File: src/rtl/imm_ext_pkg.sv
// Shared mode encoding and default widths for the immediate-extension stage.
package imm_ext_pkg;

    typedef enum logic [2:0] {
        IMM_SEXT_FULL    = 3'b000,
        IMM_SEXT_MID     = 3'b001,
        IMM_SEXT_SHORT   = 3'b010,
        IMM_ZEXT_FULL    = 3'b011,
        IMM_SEXT_MID_SH1 = 3'b100,
        IMM_LOAD_HIGH    = 3'b101
    } imm_sel_e;

    localparam int IMM_OUT_W_DEF   = 16;
    localparam int IMM_IMM_W_DEF   = 9;
    localparam int IMM_MID_W_DEF   = 8;
    localparam int IMM_SHORT_W_DEF = 5;

endpackage

File: src/rtl/imm_ext_core.sv
// Combinational mode decode and extension of a raw immediate.
// IMM_EXT_SHIFT_EN enables the branch-offset and load-high modes.
module imm_ext_core
    import imm_ext_pkg::*;
#(
    parameter int OUT_W   = IMM_OUT_W_DEF,
    parameter int IMM_W   = IMM_IMM_W_DEF,
    parameter int MID_W   = IMM_MID_W_DEF,
    parameter int SHORT_W = IMM_SHORT_W_DEF
) (
    input  logic [IMM_W-1:0] imm_i,
    input  logic [2:0]       sel_i,
    output logic [OUT_W-1:0] data_o,
    output logic             err_o
);

    logic [OUT_W-1:0] sext_full;
    logic [OUT_W-1:0] sext_mid;
    logic [OUT_W-1:0] sext_short;
    logic [OUT_W-1:0] zext_full;

    assign sext_full  = {{(OUT_W-IMM_W){imm_i[IMM_W-1]}}, imm_i};
    assign sext_mid   = {{(OUT_W-MID_W){imm_i[MID_W-1]}}, imm_i[MID_W-1:0]};
    assign sext_short = {{(OUT_W-SHORT_W){imm_i[SHORT_W-1]}}, imm_i[SHORT_W-1:0]};
    assign zext_full  = {{(OUT_W-IMM_W){1'b0}}, imm_i};

    always_comb begin
        data_o = '0;
        err_o  = 1'b0;
        case (sel_i)
            IMM_SEXT_FULL:    data_o = sext_full;
            IMM_SEXT_MID:     data_o = sext_mid;
            IMM_SEXT_SHORT:   data_o = sext_short;
            IMM_ZEXT_FULL:    data_o = zext_full;
`ifdef IMM_EXT_SHIFT_EN
            // The MSB shifted out is simply lost; no overflow reporting.
            IMM_SEXT_MID_SH1: data_o = {sext_mid[OUT_W-2:0], 1'b0};
            IMM_LOAD_HIGH:    data_o[15:8] = imm_i[7:0];
`endif
            default:          err_o = 1'b1;
        endcase
    end

endmodule

File: src/rtl/imm_ext_pipe.sv
// Registered immediate-extension stage with a one-entry skid buffer so that
// in_ready comes straight from a flop. IMM_EXT_SHIFT_EN gates the shift modes.
module imm_ext_pipe
    import imm_ext_pkg::*;
#(
    parameter int OUT_W   = IMM_OUT_W_DEF,
    parameter int IMM_W   = IMM_IMM_W_DEF,
    parameter int MID_W   = IMM_MID_W_DEF,
    parameter int SHORT_W = IMM_SHORT_W_DEF
) (
    input  logic             clk,
    input  logic             rst,
    input  logic             in_valid,
    output logic             in_ready,
    input  logic [IMM_W-1:0] in_imm,
    input  logic [2:0]       in_sel,
    output logic             out_valid,
    input  logic             out_ready,
    output logic [OUT_W-1:0] out_data,
    output logic             out_err
);

    logic [OUT_W-1:0] ext_data;
    logic             ext_err;

    logic             r_vld_q, r_vld_d;
    logic [OUT_W-1:0] r_data_q, r_data_d;
    logic             r_err_q, r_err_d;
    logic             s_vld_q, s_vld_d;
    logic [OUT_W-1:0] s_data_q, s_data_d;
    logic             s_err_q, s_err_d;

    logic             accept;
    logic             r_free;

    imm_ext_core #(
        .OUT_W  (OUT_W),
        .IMM_W  (IMM_W),
        .MID_W  (MID_W),
        .SHORT_W(SHORT_W)
    ) u_core (
        .imm_i (in_imm),
        .sel_i (in_sel),
        .data_o(ext_data),
        .err_o (ext_err)
    );

    assign in_ready = !s_vld_q && !rst;
    assign accept   = in_valid && in_ready;
    // R can take a new beat when it is empty or its current beat leaves now.
    assign r_free   = !r_vld_q || out_ready;

    always_comb begin
        r_vld_d  = r_vld_q;
        r_data_d = r_data_q;
        r_err_d  = r_err_q;
        s_vld_d  = s_vld_q;
        s_data_d = s_data_q;
        s_err_d  = s_err_q;
        if (r_free) begin
            if (s_vld_q) begin
                r_vld_d  = 1'b1;
                r_data_d = s_data_q;
                r_err_d  = s_err_q;
                s_vld_d  = 1'b0;
            end else if (accept) begin
                r_vld_d  = 1'b1;
                r_data_d = ext_data;
                r_err_d  = ext_err;
            end else begin
                r_vld_d  = 1'b0;
            end
        end else if (accept) begin
            s_vld_d  = 1'b1;
            s_data_d = ext_data;
            s_err_d  = ext_err;
        end
    end

    always_ff @(posedge clk) begin
        if (rst) begin
            r_vld_q  <= 1'b0;
            r_data_q <= '0;
            r_err_q  <= 1'b0;
            s_vld_q  <= 1'b0;
            s_data_q <= '0;
            s_err_q  <= 1'b0;
        end else begin
            r_vld_q  <= r_vld_d;
            r_data_q <= r_data_d;
            r_err_q  <= r_err_d;
            s_vld_q  <= s_vld_d;
            s_data_q <= s_data_d;
            s_err_q  <= s_err_d;
        end
    end

    assign out_valid = r_vld_q;
    assign out_data  = r_data_q;
    assign out_err   = r_err_q;

endmodule

File: config.mk
export PLATFORM = sky130hd
export DESIGN_NAME = imm_ext_pipe
export DESIGN_NICKNAME = d
export VERILOG_FILES = /design/src/rtl/imm_ext_pkg.sv /design/src/rtl/imm_ext_core.sv /design/src/rtl/imm_ext_pipe.sv
export SDC_FILE = /design/constraint.sdc
export NUM_CORES = 1
export LEC_CHECK = 0
export BUFFER_PORTS_ARGS = -buffer_cell sky130_fd_sc_hd__clkbuf_2
export CORE_UTILIZATION = 30
export DETAILED_ROUTE_END_ITERATION = 12
export PLACE_DENSITY_LB_ADDON = 0.25
export SETUP_SLACK_MARGIN = 0.1
export SLEW_MARGIN = 10
export SYNTH_ARGS = -nofsm -noshare
export SYNTH_HDL_FRONTEND = slang
export SYNTH_HIERARCHICAL = 1
export SYNTH_SLANG_ARGS = --single-unit
File: constraint.sdc
create_clock -name clk -period 1.87 [get_ports clk]
set_input_delay 0.187 -clock clk [delete_from_list [all_inputs] [get_ports clk]]
set_output_delay 0.187 -clock clk [all_outputs]
set_load 0.01 [all_outputs]
==> metrics.txt <==
status finished, final reports clean; Hold EP s_data_q[2]; GRT overflow 0; min cycle time layout 1.45 ns; Setup CP Type reg -> reg; Detail Route Antenna Nets 0; drt total wl 3.89 mm; chip width 82.5 microns; Clock Sinks 36; GRT Util Overall 12.9%; Top Ports 35; simple-gate share of the synthesized area 19.2%; Slew @ Worst Pin 0.783 ns; Max Cap Viol 0; DIE HEIGHT 82.5 microns; share of cells above drive strength 1 31.8%; Synth Area in Compound Gates 15.2%; post-synthesis adder-cell area fraction 0%; most area-hungry cell type in the Yosys netlist dfxtp_1; Finished Layout Cells 308; Slew Limit Fails 0; share of the synthesized area in the top cell type 37.1%; CTS tree done; CTS Buf Count 5; synth unique cells 22; syn nets 222; crit path DAT 1.63 ns; post-route cell area 0.00223 sq mm; syn_area_per_cell 9.43 sq um; Routed wire per std cell 12.6 microns; Area after DPL 0.00213 sq mm; Worst Hold Class in -> reg; final core utilization 36.5%; number of synthesized register bits 36; first-pass GRT wire length 6.49 mm; core area 0.00610 sq mm; Seq/Total Area, Yosys 37.1%; slew margin rel. 47.8%; Port Buffer Count 34; final setup fails 0; Final Wtd Congestion 0.729; Worst-Skew Late Latency 0.28 ns; synthesized cell area 0.00194 sq mm; H-tree Lvls 2; unrepaired setup endpoints after global routing no; Post-Synth XOR/XNOR Area 0%; mux contribution to synthesized area 19.8%; Place WS 0.133 ns; Site Rows 28; pwr/cell area 705 mW/mm^2; Worst Setup Start Kind flop; Hold Path Cell Cnt 3; dpl cells 300; CTS clk-pin slew, worst paths 0.07 ns; fmax 688 MHz; Area growth, synth to finish 14.6%; First-pass DRT Iterations 4; Worst Path Max Fanout 34; Tcrit/Tclk final 77.7%; switching portion of total power 25.2%; HPWL Detailed 2.58 mm; Post-Synthesis Cells 206; Final nets 248; Hold Startpoint in_imm[2]; initial antenna violation count 0; critical path endpoint category flop; R2R Setup Slk 0.42 ns; Inserted Diodes 0; Max Clock Skew 0.00250 ns; internal power 1170 uW; CTS root buf clkbuf_8; starting DRC count in detailed routing 48; yosys synthesis warning count 6; vias in the first global route 1414; Clock Path Buffers 2; combinational power share 13.2%; cts hold-fix bufs 0; DIE AREA 0.00680 sq mm; Starting Density 31.9%; largest net degree at the start of global routing 36; Setup WS post-layout 0.417 ns; reg-to-reg endpoint s_data_q[15]; ranking of synthesized cells by area dfxtp_1 (37%), mux2_2 (9.9%), mux2i_1 (8.8%), nor2b_1 (7.1%), a21oi_1 (5.9%); P_sw 395 uW; # DRC 0; largest family of logic cells by synthesized area multiplexers; CTS resizes 0; setup TNS 0 ns; Flop pwr share 50.7%; DR vias/cell 4.81; Clock Power Share 36.2%; setup repair bufs after CTS 0; Reg2Reg Depth 4; reg2reg start s_vld_q; CP Data Required Time 2.05 ns; peak supply drop 0.285 mV; P_leak 0.000913 uW; Hold Vio Cnt, Final 0; DR vias 1481
## state kept, by name, summed over array words and instances, names as in the netlist
signal     cells
s_data_q      16
out_data      16
out_err        1
s_vld_q        1
out_valid      1
s_err_q        1
## how the worst max path moves through the flow
stage / startpoint / to / slack [ns] / cells after the start
after detailed placement: in_sel[0] / out_data[9] / 0.13 / 6
after floorplan: s_vld_q / out_data[0] / 0.47 / 5
after CTS: s_vld_q / s_data_q[1] / 0.41 / 4
after global placement: in_sel[0] / out_data[9] / 0.13 / 6
final: s_vld_q / s_data_q[15] / 0.42 / 4
after global routing: in_sel[0] / out_data[9] / 0.27 / 6
## critical path, stage by stage (launching register included)
cell	delay [ns]
dfxtp_1	0.37
nor4b_4	0.27
buf_4	0.37
a21oi_1	0.12
a31o_2	0.22
## metrics by stage
stage | hold slack [ns] | total power [uW]
2_1_floorplan | 0.433 | 968
3_3_place_gp | 0.582 | 1020
3_5_place_dp | 0.584 | 1020
4_1_cts | 0.307 | 1600
5_1_grt | 0.316 | 1660
6_report | 0.311 | 1570
## synth_stat cells
| master | instances |
|---|---|
| buf_4 | 8 |
| nor2b_1 | 22 |
| o21ai_4 | 1 |
| nor4b_4 | 1 |
| a31o_1 | 13 |
| buf_2 | 6 |
| dfxtp_1 | 36 |
| nor2_1 | 19 |
| nand2b_1 | 18 |
| a21oi_1 | 23 |
| nand3b_1 | 1 |
| buf_6 | 5 |
| a31o_2 | 4 |
| o21ai_0 | 3 |
| mux2i_1 | 17 |
| mux2_1 | 2 |
| nand2_1 | 2 |
| and2b_1 | 1 |
| nor3_1 | 1 |
| mux2_2 | 17 |
| clkbuf_1 | 5 |
| inv_1 | 1 |
## power by group through the flow
stage / Clock (uW) / Sequential (uW) / Combinational [uW]
after floorplan: 0 / 819 / 149
after global placement: 0 / 813 / 209
after detailed placement: 0 / 814 / 210
after CTS: 595 / 796 / 211
after global routing: 636 / 798 / 228
final: 568 / 795 / 207
## layout by cell type (no fill, tap or decap)
| cell | count |
|---|---|
| a31o_2 | 4 |
| mux2i_1 | 17 |
| dfxtp_1 | 36 |
| buf_12 | 2 |
| a21oi_1 | 23 |
| a31o_1 | 13 |
| clkbuf_2 | 34 |
| o21ai_0 | 3 |
| mux2_1 | 2 |
| nand2b_1 | 18 |
| buf_4 | 7 |
| mux2_2 | 17 |
| nand2_1 | 2 |
| nor4b_4 | 1 |
| nor2_1 | 19 |
| nor2b_1 | 22 |
| nand3b_1 | 1 |
| and2b_1 | 1 |
| nor3_1 | 1 |
| clkbuf_8 | 6 |
| clkinv_2 | 2 |
| inv_1 | 1 |
| o21ai_4 | 1 |
## layer usage
layer / vias up / wire, microns / track usage [%] / share of wire (%)
met1: 701 / 1840 / 15.6 / 47
met2: 22 / 1870 / 21.4 / 48
met3: 5 / 146 / 3.63 / 3.8
li1: 753 / - / - / -
met4: 0 / 37 / 5.26 / 0.95
met5: - / 0 / 0 / 0
## kinds of logic (layout without fill, tap and decap cells)
| kind of cell | Yosys count | after routing |
|---|---|---|
| buffers and inverters | 25 | 52 |
| DFF | 36 | 36 |
| muxes | 36 | 36 |
| and+or+nand+nor | 65 | 65 |
| AOI/OAI and AO/OA | 44 | 44 |
## area by class of cell
| type | count | area [sq um] |
|---|---|---|
| Fill cell | 665 | 3870 |
| Multi-Input combinational cell | 145 | 1050 |
| Sequential cell | 36 | 721 |
| Timing Repair Buffer | 43 | 263 |
| Tap cell | 75 | 93.8 |
| Clock buffer | 6 | 82.6 |
| Clock inverter | 2 | 10.0 |
| Inverter | 1 | 3.75 |
No activity file was read; power rests on OpenSTA's default activity.
